[src/rtl/event_report_pkg.sv]
// Shared constants, TX state encoding and the report record for the event reporter.
// frame_byte() maps a captured report plus byte index onto the serial frame layout.
package event_report_pkg;

   localparam logic [7:0]  SYNC_BYTE   = 8'hA5;
   localparam int          FRAME_BYTES = 11;
   localparam logic [15:0] LEN_MAX     = 16'hFFFF;
   localparam logic [15:0] PEAK_MAX    = 16'h7FFF;

   localparam logic [1:0] ST_IDLE = 2'd0;
   localparam logic [1:0] ST_SEND = 2'd1;
   localparam logic [1:0] ST_WAIT = 2'd2;

   typedef struct packed {
      logic [7:0]  seq;
      logic [31:0] start;
      logic [15:0] length;
      logic [15:0] peak;
   } report_t;

   function automatic logic [7:0] frame_byte(input report_t r, input logic [7:0] sync,
                                             input logic [3:0] idx);
      logic [7:0] csum;
      csum = sync ^ r.seq ^ r.start[31:24] ^ r.start[23:16] ^ r.start[15:8] ^ r.start[7:0]
           ^ r.length[15:8] ^ r.length[7:0] ^ r.peak[15:8] ^ r.peak[7:0];
      case (idx)
         4'd0:    return sync;
         4'd1:    return r.seq;
         4'd2:    return r.start[31:24];
         4'd3:    return r.start[23:16];
         4'd4:    return r.start[15:8];
         4'd5:    return r.start[7:0];
         4'd6:    return r.length[15:8];
         4'd7:    return r.length[7:0];
         4'd8:    return r.peak[15:8];
         4'd9:    return r.peak[7:0];
         4'd10:   return csum;
         default: return 8'h00;
      endcase
   endfunction

endpackage

[src/rtl/event_accumulator.sv]
// Event edge detection plus start/length/peak tracking; fall pulses for one cycle
// with the finished event's figures already on start/length/peak.
module event_accumulator
   import event_report_pkg::*;
(
   input  logic               clock,
   input  logic               reset,
   input  logic               word_valid,
   input  logic signed [15:0] word,
   input  logic               event_in,
   input  logic [31:0]        count,
   output logic               fall,
   output logic [31:0]        start,
   output logic [15:0]        length,
   output logic [15:0]        peak
);

   logic        prev_event;
   logic        active;
   logic        rise;
   logic [15:0] raw;
   logic [15:0] mag;

   assign raw  = $unsigned(word);
   assign rise = event_in && !prev_event;
   assign fall = active && !event_in;

   always_comb begin
      mag = raw;
      if (raw[15]) mag = (raw == 16'h8000) ? PEAK_MAX : (~raw + 16'd1);
   end

   // prev_event resets high so a line already asserted at reset is not taken as a rise
   always_ff @(posedge clock) begin
      if (reset) begin
         prev_event <= 1'b1;
         active     <= 1'b0;
         start      <= '0;
         length     <= '0;
         peak       <= '0;
      end else begin
         prev_event <= event_in;
         if (rise) begin
            active <= 1'b1;
            start  <= count;
            length <= word_valid ? 16'd1 : 16'd0;
            peak   <= word_valid ? mag : 16'd0;
         end else if (fall) begin
            active <= 1'b0;
         end else if (active && word_valid) begin
            if (length != LEN_MAX) length <= length + 16'd1;
            if (mag > peak)        peak   <= mag;
         end
      end
   end

endmodule

[src/rtl/event_reporter.sv]
// Captures finished events into a one-deep report slot and serialises each as a
// checksummed frame to a byte UART; events ending while a report is pending are dropped.
module event_reporter #(
   parameter logic [7:0] SYNC_BYTE   = event_report_pkg::SYNC_BYTE,
   parameter int         FRAME_BYTES = event_report_pkg::FRAME_BYTES
) (
   input  logic               clock,
   input  logic               reset,
   input  logic               word_valid,
   input  logic signed [15:0] word,
   input  logic               event_in,
   input  logic               tx_active,
   input  logic               tx_done,
   output logic               tx_dv,
   output logic [7:0]         tx_byte,
   output logic               busy,
   output logic               overrun
);

   localparam logic [3:0] LAST_INDEX = 4'(FRAME_BYTES - 1);

   logic [31:0]               count;
   logic                      fall;
   logic [31:0]               acc_start;
   logic [15:0]               acc_length;
   logic [15:0]               acc_peak;
   event_report_pkg::report_t slot;
   logic                      pending;
   logic [7:0]                seq;
   logic [1:0]                state;
   logic [3:0]                index;
   logic                      frame_end;

   event_accumulator u_acc (
      .clock      (clock),
      .reset      (reset),
      .word_valid (word_valid),
      .word       (word),
      .event_in   (event_in),
      .count      (count),
      .fall       (fall),
      .start      (acc_start),
      .length     (acc_length),
      .peak       (acc_peak)
   );

   always_ff @(posedge clock) begin
      if (reset)           count <= '0;
      else if (word_valid) count <= count + 32'd1;
   end

   assign frame_end = (state == event_report_pkg::ST_WAIT) && tx_done && (index == LAST_INDEX);

   // The slot is only written while no report is pending, so it is frozen for the whole frame
   always_ff @(posedge clock) begin
      if (reset) begin
         slot    <= '0;
         pending <= 1'b0;
         seq     <= '0;
         overrun <= 1'b0;
      end else begin
         if (fall) begin
            if (!pending) begin
               slot.seq    <= seq;
               slot.start  <= acc_start;
               slot.length <= acc_length;
               slot.peak   <= acc_peak;
               seq         <= seq + 8'd1;
               pending     <= 1'b1;
            end else begin
               overrun <= 1'b1;
            end
         end
         if (frame_end) pending <= 1'b0;
      end
   end

   assign tx_dv = (state == event_report_pkg::ST_SEND) && !tx_active;
   assign busy  = (state != event_report_pkg::ST_IDLE);

   always_ff @(posedge clock) begin
      if (reset) begin
         state   <= event_report_pkg::ST_IDLE;
         index   <= '0;
         tx_byte <= '0;
      end else begin
         case (state)
            event_report_pkg::ST_IDLE: begin
               if (pending) begin
                  state   <= event_report_pkg::ST_SEND;
                  index   <= '0;
                  tx_byte <= event_report_pkg::frame_byte(slot, SYNC_BYTE, 4'd0);
               end
            end
            event_report_pkg::ST_SEND: begin
               if (!tx_active) state <= event_report_pkg::ST_WAIT;
            end
            event_report_pkg::ST_WAIT: begin
               if (tx_done) begin
                  if (index == LAST_INDEX) begin
                     state <= event_report_pkg::ST_IDLE;
                  end else begin
                     state   <= event_report_pkg::ST_SEND;
                     index   <= index + 4'd1;
                     tx_byte <= event_report_pkg::frame_byte(slot, SYNC_BYTE, index + 4'd1);
                  end
               end
            end
            default: state <= event_report_pkg::ST_IDLE;
         endcase
      end
   end

endmodule

[config.mk]
export PLATFORM = sky130hd
export DESIGN_NAME = event_reporter
export DESIGN_NICKNAME = d
export VERILOG_FILES = /design/src/rtl/event_report_pkg.sv /design/src/rtl/event_accumulator.sv /design/src/rtl/event_reporter.sv
export SDC_FILE = /design/constraint.sdc
export NUM_CORES = 1
export LEC_CHECK = 0
export BUFFER_PORTS_ARGS = -buffer_cell sky130_fd_sc_hd__buf_2
export CAP_MARGIN = 20
export CELL_PAD_IN_SITES_DETAIL_PLACEMENT = 0
export CELL_PAD_IN_SITES_GLOBAL_PLACEMENT = 1
export CORE_MARGIN = 3
export CORE_UTILIZATION = 47
export CTS_CLUSTER_SIZE = 10
export DETAILED_ROUTE_END_ITERATION = 12
export HOLD_SLACK_MARGIN = 0.05
export PLACE_DENSITY_LB_ADDON = 0.25
export SKIP_CTS_REPAIR_TIMING = 1
export SLEW_MARGIN = 20
export SYNTH_ARGS = -nofsm -noshare
export SYNTH_HDL_FRONTEND = slang
export SYNTH_HIERARCHICAL = 1
export SYNTH_SLANG_ARGS = --single-unit
export TNS_END_PERCENT = 10
[constraint.sdc]
create_clock -name clock -period 5.1 [get_ports clock]
set_input_delay 0.255 -clock clock [delete_from_list [all_inputs] [get_ports clock]]
set_output_delay 0.255 -clock clock [all_outputs]
set_load 0.05 [all_outputs]
==> key figures <==
Synthesis
  – Most instantiated library cell after synthesis: nand2_1
  – Combinational family with the most area after synthesis: simple AND/OR/NAND/NOR gates
  – #FFs+latches synth: 194
  – Synth Area in XOR/XNOR: 0.0988
  – Top cells by area, synth: dfxtp_1 (40%), nand2_1 (11%), a21oi_1 (7.4%)
  – Mux contribution to synthesized area: 0.0261
  – Syn Area/Cell: 8.00 um^2
  – Synth top area share: 0.398
  – Area leader, netlist: dfxtp_1
  – Synth Instances: 1219
  – Synth unique cells: 74
  – Main synth FF type: dfxtp_1
  – Adder-Cell Fraction of Synth Area: 0.0334
  – Synth cell count leaders: nand2_1 (276), dfxtp_1 (194), a21oi_1 (144)
  – Yosys warns: 6
  – Syn Nets: 1267
  – Post-synth EDFFs: 0
  – Sequential-to-total area share from yosys stat: 0.398
  – Post-synth ARST share: 0
  – Post-Synth Simple-Gate Area: 0.242
  – Mapped cell area: 9750 um^2
  – Post-synthesis compound-gate area fraction: 0.162

Timing
  – Period minus WS final: 3770 ps
  – Unrepaired setup endpoints after global routing: no
  – Pins Over Slew Limit: 0
  – Post-route clock period utilization: 0.740
  – Setup Skew: 18.4 ps
  – Slew @ Worst Pin: 971 ps
  – Final setup vio count: 0
  – Min setup slack post-route: 1330 ps
  – Final hold violations: 0
  – FMAX: 265 MHz
  – Post-route setup TNS: 0 ps
  – Relative slew slack: 0.353

Placement
  – Dpl cells: 1461
  – I/O Buffers: 32
  – Pre-CTS setup slack: 863 ps
  – Hpwl dp: 17000 um
  – Placed cell areas: 10000 um^2
  – Final Wtd Congestion: 0.859

Worst setup path
  – Buf/Inv on CP: 2
  – Critical path's largest stage delay: 570 ps
  – Top delay family on crit path: simple AND/OR/NAND/NOR gates
  – Crit path from: word[0]
  – Worst r2r path cells: 7
  – WP data arrival: 4090 ps
  – R2R setup slack: 2260 ps
  – WP data required: 5420 ps
  – Startpoint types: input pin
  – Max FO, Critical Path: 16
  – Crit Path Category: in -> reg
  – Critical Path Most Common Cell: ha_1
  – Crit-path cells: buf_2 > inv_1 > ha_1 > or4b_1 > or3_1 > o31ai_1 > mux2i_1 > ha_1 > and4_1 > nand3_1 > a2111oi_0 > nor3_1 > a211o_1 > mux2_1
  – Worst reg2reg startpoint: index[1]$_SDFFE_PP0P_
  – Reg2reg end: tx_byte[7]$_SDFFE_PP0P_
  – Slowest stage cell on the critical path: a211o_1
  – CP endpoint kind: register

CTS
  – H-tree depth: 4
  – Clk sinks: 194
  – Clock latency on the worst-skew pair: 440 ps
  – Root Buffer: clkbuf_16
  – Total CTS buffers: 17
  – CTS tree: done
  – CTS max path bufs: 2
  – Worst-path clk slew: 70 ps

Floorplan
  – # rows: 52
  – Io pins: 33
  – Die span in y: 150 um
  – Die X: 150 um
  – Core Area: 20300 um^2
  – Initial Util: 0.480
  – Die area: 22500 um^2

GRT
  – Grt ovf: 0
  – Largest net degree at the start of global routing: 93
  – Total GRT Usage: 0.217
  – Initial antenna violation count: 0
  – First-pass GRT wire length: 38900 um
  – Vias in the first global route: 7387

Pwr
  – PD cells: 289 nW/um^2
  – Overall power: 3.07 mW
  – Pleak: 3.68 nW
  – Max IR drop VDD: 218 uV

Routing
  – Vias: 8103
  – Initial DRT Pass Iterations: 5
  – Wire length per cell: 16.1 um
  – Final wirelength: 24000 um
  – Post-route DRC: 0
  – DRT antenna net count: 0
  – Vias per cell: 5.43
  – Iteration-0 DRC Markers: 508

Layout
  – Post-route insts no fill: 1493
  – Nets: 1258
  – # diodes: 0
  – Design Area, Final: 10600 um^2
  – Area grow syn2layout: 9.09%
  – Layout cells sized above 1: 0.0834

Outcome
  – Status: completed

Hold path
  – Hold Crit Depth: 2
  – Hold Crit Start: tx_done
  – Worst hold path type: in -> reg
  – Hold EP: pending$_SDFFE_PP0P_

Run
  – Max Cap Viol: 0
==> worst reg2reg max path: cells and delay by family (launching register included) <==
kind            cells  cell delay (ps)
compound gates      4             1070
simple gates        2              570
flops               1              550
fa+ha+maj           1              500
==> cells by family after synthesis <==
| group | Yosys count |
|---|---|
| and+or+nand+nor | 507 |
| AOI/OAI and AO/OA | 263 |
| DFF | 194 |
| xor gates and xnor gates | 110 |
| buffers and inverters | 94 |
| adders and majority gates | 26 |
| muxes | 25 |
==> flip-flops by register name, indices dropped and copies added (netlist names) <==
register          cells
count                32
index                 4
overrun               1
pending               1
seq                   8
slot                 72
state                 2
tx_byte               8
u_acc/active          1
u_acc/length         16
u_acc/peak           16
u_acc/prev_event      1
u_acc/start          32
==> how the worst max path moves through the flow <==
stage	to	cells after the start
6_report	u_acc/peak[4]$_SDFFE_PP0P_	14
5_1_grt	u_acc/peak[4]$_SDFFE_PP0P_	14
4_1_cts	u_acc/peak[8]$_SDFFE_PP0P_	14
3_5_place_dp	u_acc/peak[8]$_SDFFE_PP0P_	14
3_3_place_gp	u_acc/peak[4]$_SDFFE_PP0P_	14
2_1_floorplan	u_acc/peak[0]$_SDFFE_PP0P_	16
==> cell usage in the layout (no fill, tap or decap), drive strengths merged, types with 7 or more instances in the layout <==
cell    synthesis  final
and3            9      9
nor2           83     83
nor3           12     12
a21oi         145    145
nand3          25     25
nand2b         20     20
nand2         281    281
ha             26     26
xor2           41     41
or3            19     19
mux2i          22     22
nor2b           7      7
inv            25     32
o22ai           9      9
nand4          12     12
clkbuf         52     20
o21ai          34     34
a221oi          7      7
buf            17     41
dfxtp         194    194
a22oi          17     17
xnor2          69     69
==> final cells by class <==
cell class,count,area (um^2)
Clock inverter,12,135
Multi-Input combinational cell,931,5490
Fill cell,2027,9670
Clock buffer,20,467
Inverter,25,93.8
Timing Repair Buffer,41,230
Sequential cell,194,3880
Tap cell,270,338
==> power breakdown <==
part / internal, mW / switching, mW
Combinational: 0.0599 / 0.115
Clock: 0.734 / 0.625
Sequential: 1.53 / 0.0129
==> stage by stage <==
step                       util  hold WS [ps]
after floorplan               -           351
after global placement    0.494           440
after detailed placement  0.494           445
after CTS                 0.524          51.5
after global routing      0.524          72.1
final                     0.524          72.6
==> metal layers <==
metal / wire, um / share of wire / vias to the layer above / global-route usage
li1: - / - / 4151 / -
met5: 0 / 0 / - / 0
met3: 950 / 0.040 / 19 / 0.0324
met2: 10900 / 0.45 / 137 / 0.345
met4: 264 / 0.011 / 0 / 0.0535
met1: 11900 / 0.50 / 3796 / 0.310
Note: power is estimated with default switching activity, not from simulation.
